$ cat src/rtl/pop_pkg.sv
// Shared definitions for the POP sample path: accumulator FSM encoding and
// the default widths agreed with the timer block.
package pop_pkg;

    typedef enum logic [1:0] {
        ST_IDLE   = 2'd0,
        ST_WINDOW = 2'd1,
        ST_ACCUM  = 2'd2
    } state_e;

    localparam int CNT_WIDTH_DEF  = 16;
    localparam int ACC_WIDTH_DEF  = 24;
    localparam int SHOT_WIDTH_DEF = 16;
    localparam int NUM_SHOTS_DEF  = 256;

endpackage

$ cat src/rtl/pulse_sync_edge.sv
// Two-flop synchroniser for an asynchronous input followed by a rising-edge
// detector; edge_o is a one-cycle pulse per input rising edge.
module pulse_sync_edge (
    input  logic clk_i,
    input  logic rst_i,
    input  logic async_i,
    output logic edge_o
);

    logic [2:0] sync_q;

    always_ff @(posedge clk_i or posedge rst_i) begin
        if (rst_i) begin
            sync_q <= '0;
        end else begin
            sync_q <= {sync_q[1:0], async_i};
        end
    end

    assign edge_o = sync_q[1] & ~sync_q[2];

endmodule

$ cat src/rtl/pop_sample_accumulator.sv
// Counts detector pulses inside each sample window and sums NUM_SHOTS window
// counts into a saturating total presented on a valid/ready result port.
module pop_sample_accumulator
    import pop_pkg::*;
#(
    parameter int CNT_WIDTH  = CNT_WIDTH_DEF,
    parameter int ACC_WIDTH  = ACC_WIDTH_DEF,
    parameter int SHOT_WIDTH = SHOT_WIDTH_DEF,
    parameter int NUM_SHOTS  = NUM_SHOTS_DEF
) (
    input  logic                 clk,
    input  logic                 reset,
    input  logic                 sample_gate,
    input  logic                 detector,
    input  logic                 clear,
    output logic [ACC_WIDTH-1:0] result_data,
    output logic                 result_valid,
    input  logic                 result_ready,
    output logic                 result_saturated,
    output logic                 overrun
);

    // Returns {clipped, value}.
    function automatic logic [CNT_WIDTH:0] cnt_inc(input logic [CNT_WIDTH-1:0] v);
        if (&v) return {1'b1, v};
        return {1'b0, v + CNT_WIDTH'(1)};
    endfunction

    function automatic logic [ACC_WIDTH:0] acc_add(input logic [ACC_WIDTH-1:0] a,
                                                   input logic [CNT_WIDTH-1:0] c);
        logic [ACC_WIDTH:0] s;
        s = {1'b0, a} + (ACC_WIDTH+1)'(c);
        if (s[ACC_WIDTH]) return {1'b1, {ACC_WIDTH{1'b1}}};
        return s;
    endfunction

    logic pulse_edge;

    pulse_sync_edge u_sync (
        .clk_i   (clk),
        .rst_i   (reset),
        .async_i (detector),
        .edge_o  (pulse_edge)
    );

    // gate_q[1] is the gate aligned with pulse_edge; gate_q[2] is its previous value.
    logic [2:0]            gate_q;
    logic                  gate_d, gate_rise;
    state_e                state_q, state_d;
    logic [CNT_WIDTH-1:0]  cnt_q, cnt_d;
    logic [ACC_WIDTH-1:0]  acc_q, acc_d;
    logic [SHOT_WIDTH-1:0] shots_q, shots_d;
    logic                  sat_q, sat_d;
    logic [ACC_WIDTH-1:0]  res_data_q, res_data_d;
    logic                  res_valid_q, res_valid_d;
    logic                  res_sat_q, res_sat_d;
    logic                  overrun_q, overrun_d;

    logic [CNT_WIDTH:0]    cnt_inc_r;
    logic [ACC_WIDTH:0]    acc_add_r;
    logic [SHOT_WIDTH-1:0] shots_next;
    logic                  sat_next;

    assign gate_d    = gate_q[1];
    assign gate_rise = gate_q[1] & ~gate_q[2];

    always_comb begin
        state_d     = state_q;
        cnt_d       = cnt_q;
        acc_d       = acc_q;
        shots_d     = shots_q;
        sat_d       = sat_q;
        res_data_d  = res_data_q;
        res_valid_d = res_valid_q;
        res_sat_d   = res_sat_q;
        overrun_d   = overrun_q;
        cnt_inc_r   = cnt_inc(cnt_q);
        acc_add_r   = acc_add(acc_q, cnt_q);
        shots_next  = shots_q + SHOT_WIDTH'(1);
        sat_next    = sat_q | acc_add_r[ACC_WIDTH];

        if (res_valid_q && result_ready) res_valid_d = 1'b0;

        if (clear) begin
            state_d   = ST_IDLE;
            cnt_d     = '0;
            acc_d     = '0;
            shots_d   = '0;
            sat_d     = 1'b0;
            overrun_d = 1'b0;
        end else begin
            case (state_q)
                ST_IDLE: begin
                    cnt_d = '0;
                    if (gate_rise) begin
                        state_d = ST_WINDOW;
                        cnt_d   = CNT_WIDTH'(pulse_edge);
                    end
                end
                ST_WINDOW: begin
                    if (!gate_d) begin
                        state_d = ST_ACCUM;
                    end else if (pulse_edge) begin
                        cnt_d = cnt_inc_r[CNT_WIDTH-1:0];
                        if (cnt_inc_r[CNT_WIDTH]) sat_d = 1'b1;
                    end
                end
                ST_ACCUM: begin
                    state_d = gate_d ? ST_WINDOW : ST_IDLE;
                    cnt_d   = gate_d ? CNT_WIDTH'(pulse_edge) : '0;
                    if (shots_next == SHOT_WIDTH'(NUM_SHOTS)) begin
                        if (!res_valid_q || result_ready) begin
                            res_data_d  = acc_add_r[ACC_WIDTH-1:0];
                            res_sat_d   = sat_next;
                            res_valid_d = 1'b1;
                        end else begin
                            overrun_d = 1'b1;
                        end
                        acc_d   = '0;
                        shots_d = '0;
                        sat_d   = 1'b0;
                    end else begin
                        acc_d   = acc_add_r[ACC_WIDTH-1:0];
                        shots_d = shots_next;
                        sat_d   = sat_next;
                    end
                end
                default: begin
                    state_d = ST_IDLE;
                    cnt_d   = '0;
                end
            endcase
        end
    end

    always_ff @(posedge clk or posedge reset) begin
        if (reset) begin
            gate_q      <= '0;
            state_q     <= ST_IDLE;
            cnt_q       <= '0;
            acc_q       <= '0;
            shots_q     <= '0;
            sat_q       <= 1'b0;
            res_data_q  <= '0;
            res_valid_q <= 1'b0;
            res_sat_q   <= 1'b0;
            overrun_q   <= 1'b0;
        end else begin
            gate_q      <= {gate_q[1:0], sample_gate};
            state_q     <= state_d;
            cnt_q       <= cnt_d;
            acc_q       <= acc_d;
            shots_q     <= shots_d;
            sat_q       <= sat_d;
            res_data_q  <= res_data_d;
            res_valid_q <= res_valid_d;
            res_sat_q   <= res_sat_d;
            overrun_q   <= overrun_d;
        end
    end

    assign result_data      = res_data_q;
    assign result_valid     = res_valid_q;
    assign result_saturated = res_sat_q;
    assign overrun          = overrun_q;

endmodule
$ cat config.mk
export PLATFORM = sky130hd
export DESIGN_NAME = pop_sample_accumulator
export DESIGN_NICKNAME = d
export VERILOG_FILES = /design/src/rtl/pop_pkg.sv /design/src/rtl/pulse_sync_edge.sv /design/src/rtl/pop_sample_accumulator.sv
export SDC_FILE = /design/constraint.sdc
export NUM_CORES = 1
export LEC_CHECK = 0
export CAP_MARGIN = 20
export CORE_ASPECT_RATIO = 1.25
export CORE_UTILIZATION = 41
export CTS_BUF_LIST = sky130_fd_sc_hd__clkbuf_16
export CTS_CLUSTER_SIZE = 14
export DETAILED_ROUTE_END_ITERATION = 10
export PLACE_DENSITY = 0.63
export REMOVE_ABC_BUFFERS = 1
export SETUP_SLACK_MARGIN = 0.02
export SLEW_MARGIN = 20
export SYNTH_ARGS = -nofsm -noshare
export SYNTH_HDL_FRONTEND = slang
export SYNTH_SLANG_ARGS = --single-unit
export TNS_END_PERCENT = 100
$ cat constraint.sdc
create_clock -name clk -period 4 [get_ports clk]
set_input_delay 1 -clock clk [delete_from_list [all_inputs] [get_ports clk]]
set_output_delay 1 -clock clk [all_outputs]
set_load 0.03 [all_outputs]
==> results of run 1 <==
## final timing paths
kind                       slack [ns]  depth (start not counted)                           to
setup / recovery                 0.78                         10  result_data[13]$_DFFE_PP0P_
min in group asynchronous        1.10                          2       state_q[0]$_DFFE_PP0P_
max in group asynchronous        2.19                          3  result_data[13]$_DFFE_PP0P_
hold reg to reg                  0.35                          0          gate_q[1]$_DFF_PP0_
setup reg to reg                 0.78                         10  result_data[13]$_DFFE_PP0P_
hold / removal                   0.35                          0          gate_q[1]$_DFF_PP0_
## cells by family after synthesis
| family | share of synthesized area, % |
|---|---|
| adders and majority gates | 4.777 |
| and+or+nand+nor | 21.25 |
| buffers and inverters | 3.753 |
| xor gates and xnor gates | 6.142 |
| AOI/OAI and AO/OA | 18.40 |
| DFF | 44.85 |
| muxes | 0.8286 |
## cell type report
cell class,instances,area (sq um)
multi-input combinational,426,2641
clock buffer,9,225.2
timing repair buffer,38,377.9
inverter,17,65.06
fill,1200,6285
sequential,92,2302
clock inverter,7,60.06
tap,164,205.2
## layout by cell type, fill, tap and decap left out, drive strengths merged, types with 4 or more instances in the layout
cell / netlist / routed
a21o: 10 / 10
a21oi: 37 / 37
a22o: 7 / 7
a31oi: 12 / 12
and3: 7 / 7
buf: 14 / 6
clkbuf: 12 / 9
clkdlybuf4s50: 0 / 32
dfrtp: 92 / 92
ha: 18 / 18
inv: 17 / 18
nand2: 53 / 53
nand2b: 5 / 5
nand3: 20 / 20
nand4: 13 / 13
nor2: 81 / 81
nor2b: 4 / 4
nor3: 12 / 12
nor4: 6 / 6
o211ai: 7 / 7
o21ai: 40 / 40
xnor2: 18 / 18
xor2: 18 / 18
## power breakdown
group          switching [mW]  leakage (nW)  internal (mW)
Sequential            0.00427          1.25          0.935
Combinational          0.0385          1.17         0.0144
Clock                   0.355         0.139          0.475
## layer usage
metal,GRT usage [%],vias up,routed length [um]
met5,0,-,0
met4,8.739,0,332
met3,3.939,20,352
met2,31.74,65,5788
met1,24.00,1961,5033
li1,-,2046,-
## registers in the layout (all words and copies together), names as in the netlist, 2 cells and up
name / count
shots_q: 16
cnt_q: 16
acc_q: 24
result_data: 24
gate_q: 3
state_q: 2
u_sync.sync_q: 3
## through the flow
| stage | power (mW) | area, sq um | util, % | instances |
|---|---|---|---|---|
| after floorplan | 0.9874 | 5005 | - | 535 |
| after global placement | 1.012 | 5592 | 45.98 | 737 |
| after detailed placement | 1.012 | 5592 | 45.98 | 737 |
| after CTS | 1.843 | 5877 | 48.32 | 753 |
| after global routing | 1.885 | 5877 | 48.32 | 753 |
| final | 1.823 | 5877 | 48.32 | 753 |
==> qor.yml, run 1 <==
cts:
  path_clk_slew_ns: 0.06
  cts_sinks: 92
  cts_root_buffer: "clkbuf_16"
  clk_path_buf_depth: 2
  cts_made_buffers: 9
  cts_resized: 0
  holdBufCountCts: 0
  clkLatencyLatePin_ns: 0.35
  htree_num_levels: 3
  cts_tree: "done"
  cts_setup_buffers: 0
critical_path:
  worst-path-buf-inv: 1
  cpMaxStageDelayCell: "dfrtp_1"
  crit_chain: "ha_1, fa_1, a211oi_1, o21a_1, o211a_1, o31ai_1, buf_4, and2b_1, nor3_1, a21oi_1"
  criticalPathCategory: "flop to flop"
  start_kind: "flop"
  r2r_start: "cnt_q[0]$_DFFE_PP0P_"
  crit_family: "compound AO/OA/AOI/OAI gates"
  endpoint_kind: "flop"
  crit_arrival_ns: 3.43
  critPathLaunch: "cnt_q[0]$_DFFE_PP0P_"
  max_stage_delay_ns: 0.45
  crit_fanout: 15
  cp.required_ns: 4.21
sta:
  relSlewSlack_pct: 44.81
  setup_violations: 0
  worst_hold_slack_ns: 0.3479
  hold_viol: 0
  setup_ws_ns: 0.7770
  finalCritPeriodShare_pct: 80.58
  rsz0062_at_grt: "no"
  min_period_ns: 3.223
  drv_slew: 0
  clock_skew_ns: 0.009690
  fin_tns_setup_ns: 0
  worst_slew_pin_slew_ns: 0.8278
  max_freq_mhz: 310.3
grt:
  grt_pass1_wl_um: 19190
  gr-total-overflow: 0
  antenna_found_initial: 0
  grt_usage_pct: 19.23
  grt_max_degree: 48
  grt_pass1_vias: 3940
run_status:
  status: "complete, no violations"
logic_synthesis:
  ys_warn_count: 0
  synth_cell_types: 62
  synth_top_area_share_pct: 44.85
  syn_area_sq_um: 5134
  synthArstFlopShare_pct: 100.0
  synth_edf_count: 0
  synth.top_cells.by_count: "92 x dfrtp_1, 81 x nor2_1, 52 x nand2_1, 39 x o21ai_0, 37 x a21oi_1"
  syn_area_per_cell_sq_um: 9.151
  ys_ff_latch: 92
  yosysTopAreaCell: "dfrtp_1"
  synth_cells: 561
  synth_seq_area_share_pct: 44.85
  synth_area_leaders: "dfrtp_1 45%, nor2_1 5.9%, ha_1 4.4%"
  yosysMostFrequentCell: "dfrtp_1"
  synth_ff_type: "dfrtp_1"
route:
  ant_nets: 0
  drc_errors: 0
  drt_iter0_drc: 213
  wl_per_cell_um: 15.28
  viasPerCell: 5.434
  vias: 4092
  wl_um: 11510
  drt_first_pass_iters: 4
floorplanning:
  dieArea_sq_um: 12980
  core_sq_um: 12160
  dieHeight_um: 127.1
  boundaryPins: 33
  start_util_pct: 42.21
  die_x_um: 102.1
  rows: 45
placed_design:
  dpl_worst_slack_ns: 0.7929
  dpl.hpwl_um: 8088
  place.gp.congestion: 0.9159
  port_buffers: 32
power:
  ir_drop_mv: 0.1573
  p_leak_nw: 2.559
  p_per_area_nw_per_um2: 310.1
finish:
  nets: 609
  syn_to_final_growth_pct: 14.48
  num_antenna_cells: 0
  drive_gt1_share_pct: 6.282
job:
  drv_cap: 0
hold_path:
  hold_path.class: "flop to flop"
  holdCritStartpoint: "gate_q[0]$_DFF_PP0_"
(Power assumes the default switching activity.)
==> run 2, diff against run 1 <==
==> constraint.sdc (replaced) <==
create_clock -name clk -period 3 [get_ports clk]
set_input_delay 0.75 -clock clk [delete_from_list [all_inputs] [get_ports clk]]
set_output_delay 0.75 -clock clk [all_outputs]
set_load 0.03 [all_outputs]
==> run 2 against run 1 <==
Against the previous run:
- utilization grew 1.2 points
- sequential share of layout area shrank 0.92 points
- critical path depth did not move
- register-to-register slack worse by 0.57 ns
- clock-buffer cell count is the same
- first-iteration DRC count down 3.3%
- routed wire length increased by 1.2%
- global-route usage up 0.52 points
- die area unchanged
- final area up 2.4%
- sequential power up 33%
==> qor.yml, run 2 (synthesized netlist as in run 1, its figures left out) <==
run_status:
  status: "complete, no violations"
critical_path:
  endpoint_kind: "flop"
  crit_arrival_ns: 3.02
  timing.rr.end: "result_data[23]$_DFFE_PP0P_"
  start_kind: "flop"
  endpoint: "result_data[23]$_DFFE_PP0P_"
  rrSetupSlack_ns: 0.21
  crit_fanout: 11
  cp.required_ns: 3.23
  r2r_start: "cnt_q[0]$_DFFE_PP0P_"
  critPathLaunch: "cnt_q[0]$_DFFE_PP0P_"
  ff2ff_path_depth: 10
  criticalPathCategory: "flop to flop"
route:
  wl_um: 11650
  wl_per_cell_um: 15.21
  drt_iter0_drc: 206
  vias: 4227
  drc_errors: 0
  drt_first_pass_iters: 4
  viasPerCell: 5.518
  ant_nets: 0
floorplanning:
  die_x_um: 102.1
  core_sq_um: 12160
  rows: 45
  start_util_pct: 42.21
  dieArea_sq_um: 12980
  boundaryPins: 33
  dieHeight_um: 127.1
grt:
  use_met1_pct: 24.83
  grt_max_degree: 64
  grt_pass1_wl_um: 19930
  grt_pass1_vias: 4177
  grt_usage_pct: 19.75
  gr-total-overflow: 0
  antenna_found_initial: 0
  grt-busiest-layer: "met2"
  met3_usage_pct: 2.462
  use_met2_pct: 33.28
sta:
  min_period_ns: 2.789
  finalCritPeriodShare_pct: 92.97
  fin_tns_setup_ns: 0
  rsz0062_at_grt: "no"
  max_freq_mhz: 358.6
  clock_skew_ns: 0.006774
  worst_slew_pin_slew_ns: 0.6470
  hold_viol: 0
  setup_violations: 0
  drv_slew: 0
  relSlewSlack_pct: 56.82
finish:
  fin_cells: 766
  final_cell_mix: "92 x dfrtp_1, 80 x nor2_1, 52 x nand2_1"
  num_antenna_cells: 0
  utilization_pct: 49.49
  drive_gt1_share_pct: 9.468
  nets: 622
  stdcell_area_sq_um: 6018
  syn_to_final_growth_pct: 17.23
  final_common_cell: "dfrtp_1"
cts:
  cts_tree: "done"
  clkLatencyLatePin_ns: 0.35
  cts_made_buffers: 9
  cts_root_buffer: "clkbuf_16"
  cts_setup_buffers: 0
  path_clk_slew_ns: 0.06
  cts_sinks: 92
  clk_path_buf_depth: 2
  htree_num_levels: 3
placed_design:
  placed_area_sq_um: 5702
  dp_cells: 750
  place.gp.congestion: 0.8922
  port_buffers: 32
  dpl.hpwl_um: 8464
power:
  ir_drop_mv: 0.3152
  p_leak_nw: 2.627
  p_per_area_nw_per_um2: 411.2
  power_mw: 2.475
job:
  drv_cap: 0
hold_path:
  holdCritStartpoint: "gate_q[0]$_DFF_PP0_"
  hold_path.class: "flop to flop"
## run 2: critical path: stages, from the launching register on
cell	delay (ns)
dfrtp_1	0.38
ha_1	0.24
fa_1	0.45
a211oi_2	0.26
o21a_1	0.21
o211a_1	0.22
o31ai_1	0.13
buf_4	0.19
or3_1	0.39
o211ai_1	0.10
o21ai_0	0.10
## run 2: timing repair
action,CTS,global route
setup endpoints to repair,0,37
hold buffers,0,0
gates resized for setup,0,5
endpoints found under the hold margin,0,0
## run 2: metal layers
layer	share of wire, %	routed length, um
met1	43	5019
met2	51	5955
met3	3.2	368
met4	2.6	306
met5	0	0
## run 2: where the power goes
| part | total [mW] | leakage, nW | switching [mW] | internal, mW |
|---|---|---|---|---|
| logic | 0.0771 | 1.24 | 0.0533 | 0.0238 |
| registers | 1.25 | 1.25 | 0.00579 | 1.25 |
| clock network | 1.15 | 0.138 | 0.496 | 0.650 |
| total | 2.47 | 2.63 | 0.555 | 1.92 |
## run 2: worst min-delay path by stage
stage          slack (ns)                          to  cells past startpoint
3_3_place_gp         0.33  u_sync.sync_q[1]$_DFF_PP0_                      0
5_1_grt              0.36         gate_q[1]$_DFF_PP0_                      0
2_1_floorplan        0.33         gate_q[1]$_DFF_PP0_                      0
6_report             0.35         gate_q[1]$_DFF_PP0_                      0
4_1_cts              0.35         gate_q[1]$_DFF_PP0_                      0
3_5_place_dp         0.34         gate_q[1]$_DFF_PP0_                      0
## run 2: through the flow
step / setup slack, ns / hold slack (ns)
final: 0.2110 / 0.3489
after global routing: 0.05210 / 0.3566
after CTS: 0.02408 / 0.3508
after detailed placement: 0.03348 / 0.3355
after global placement: 0.1044 / 0.3343
after floorplan: -0.1420 / 0.3312
## run 2: layout make-up
cell class                      count  area (sq um)
Fill cell                        1163          6143
Multi-Input combinational cell    426          2654
Sequential cell                    92          2302
Timing Repair Buffer               51         491.7
Clock buffer                        9         225.2
Tap cell                          164         205.2
Clock inverter                      7         75.07
Inverter                           17         65.06
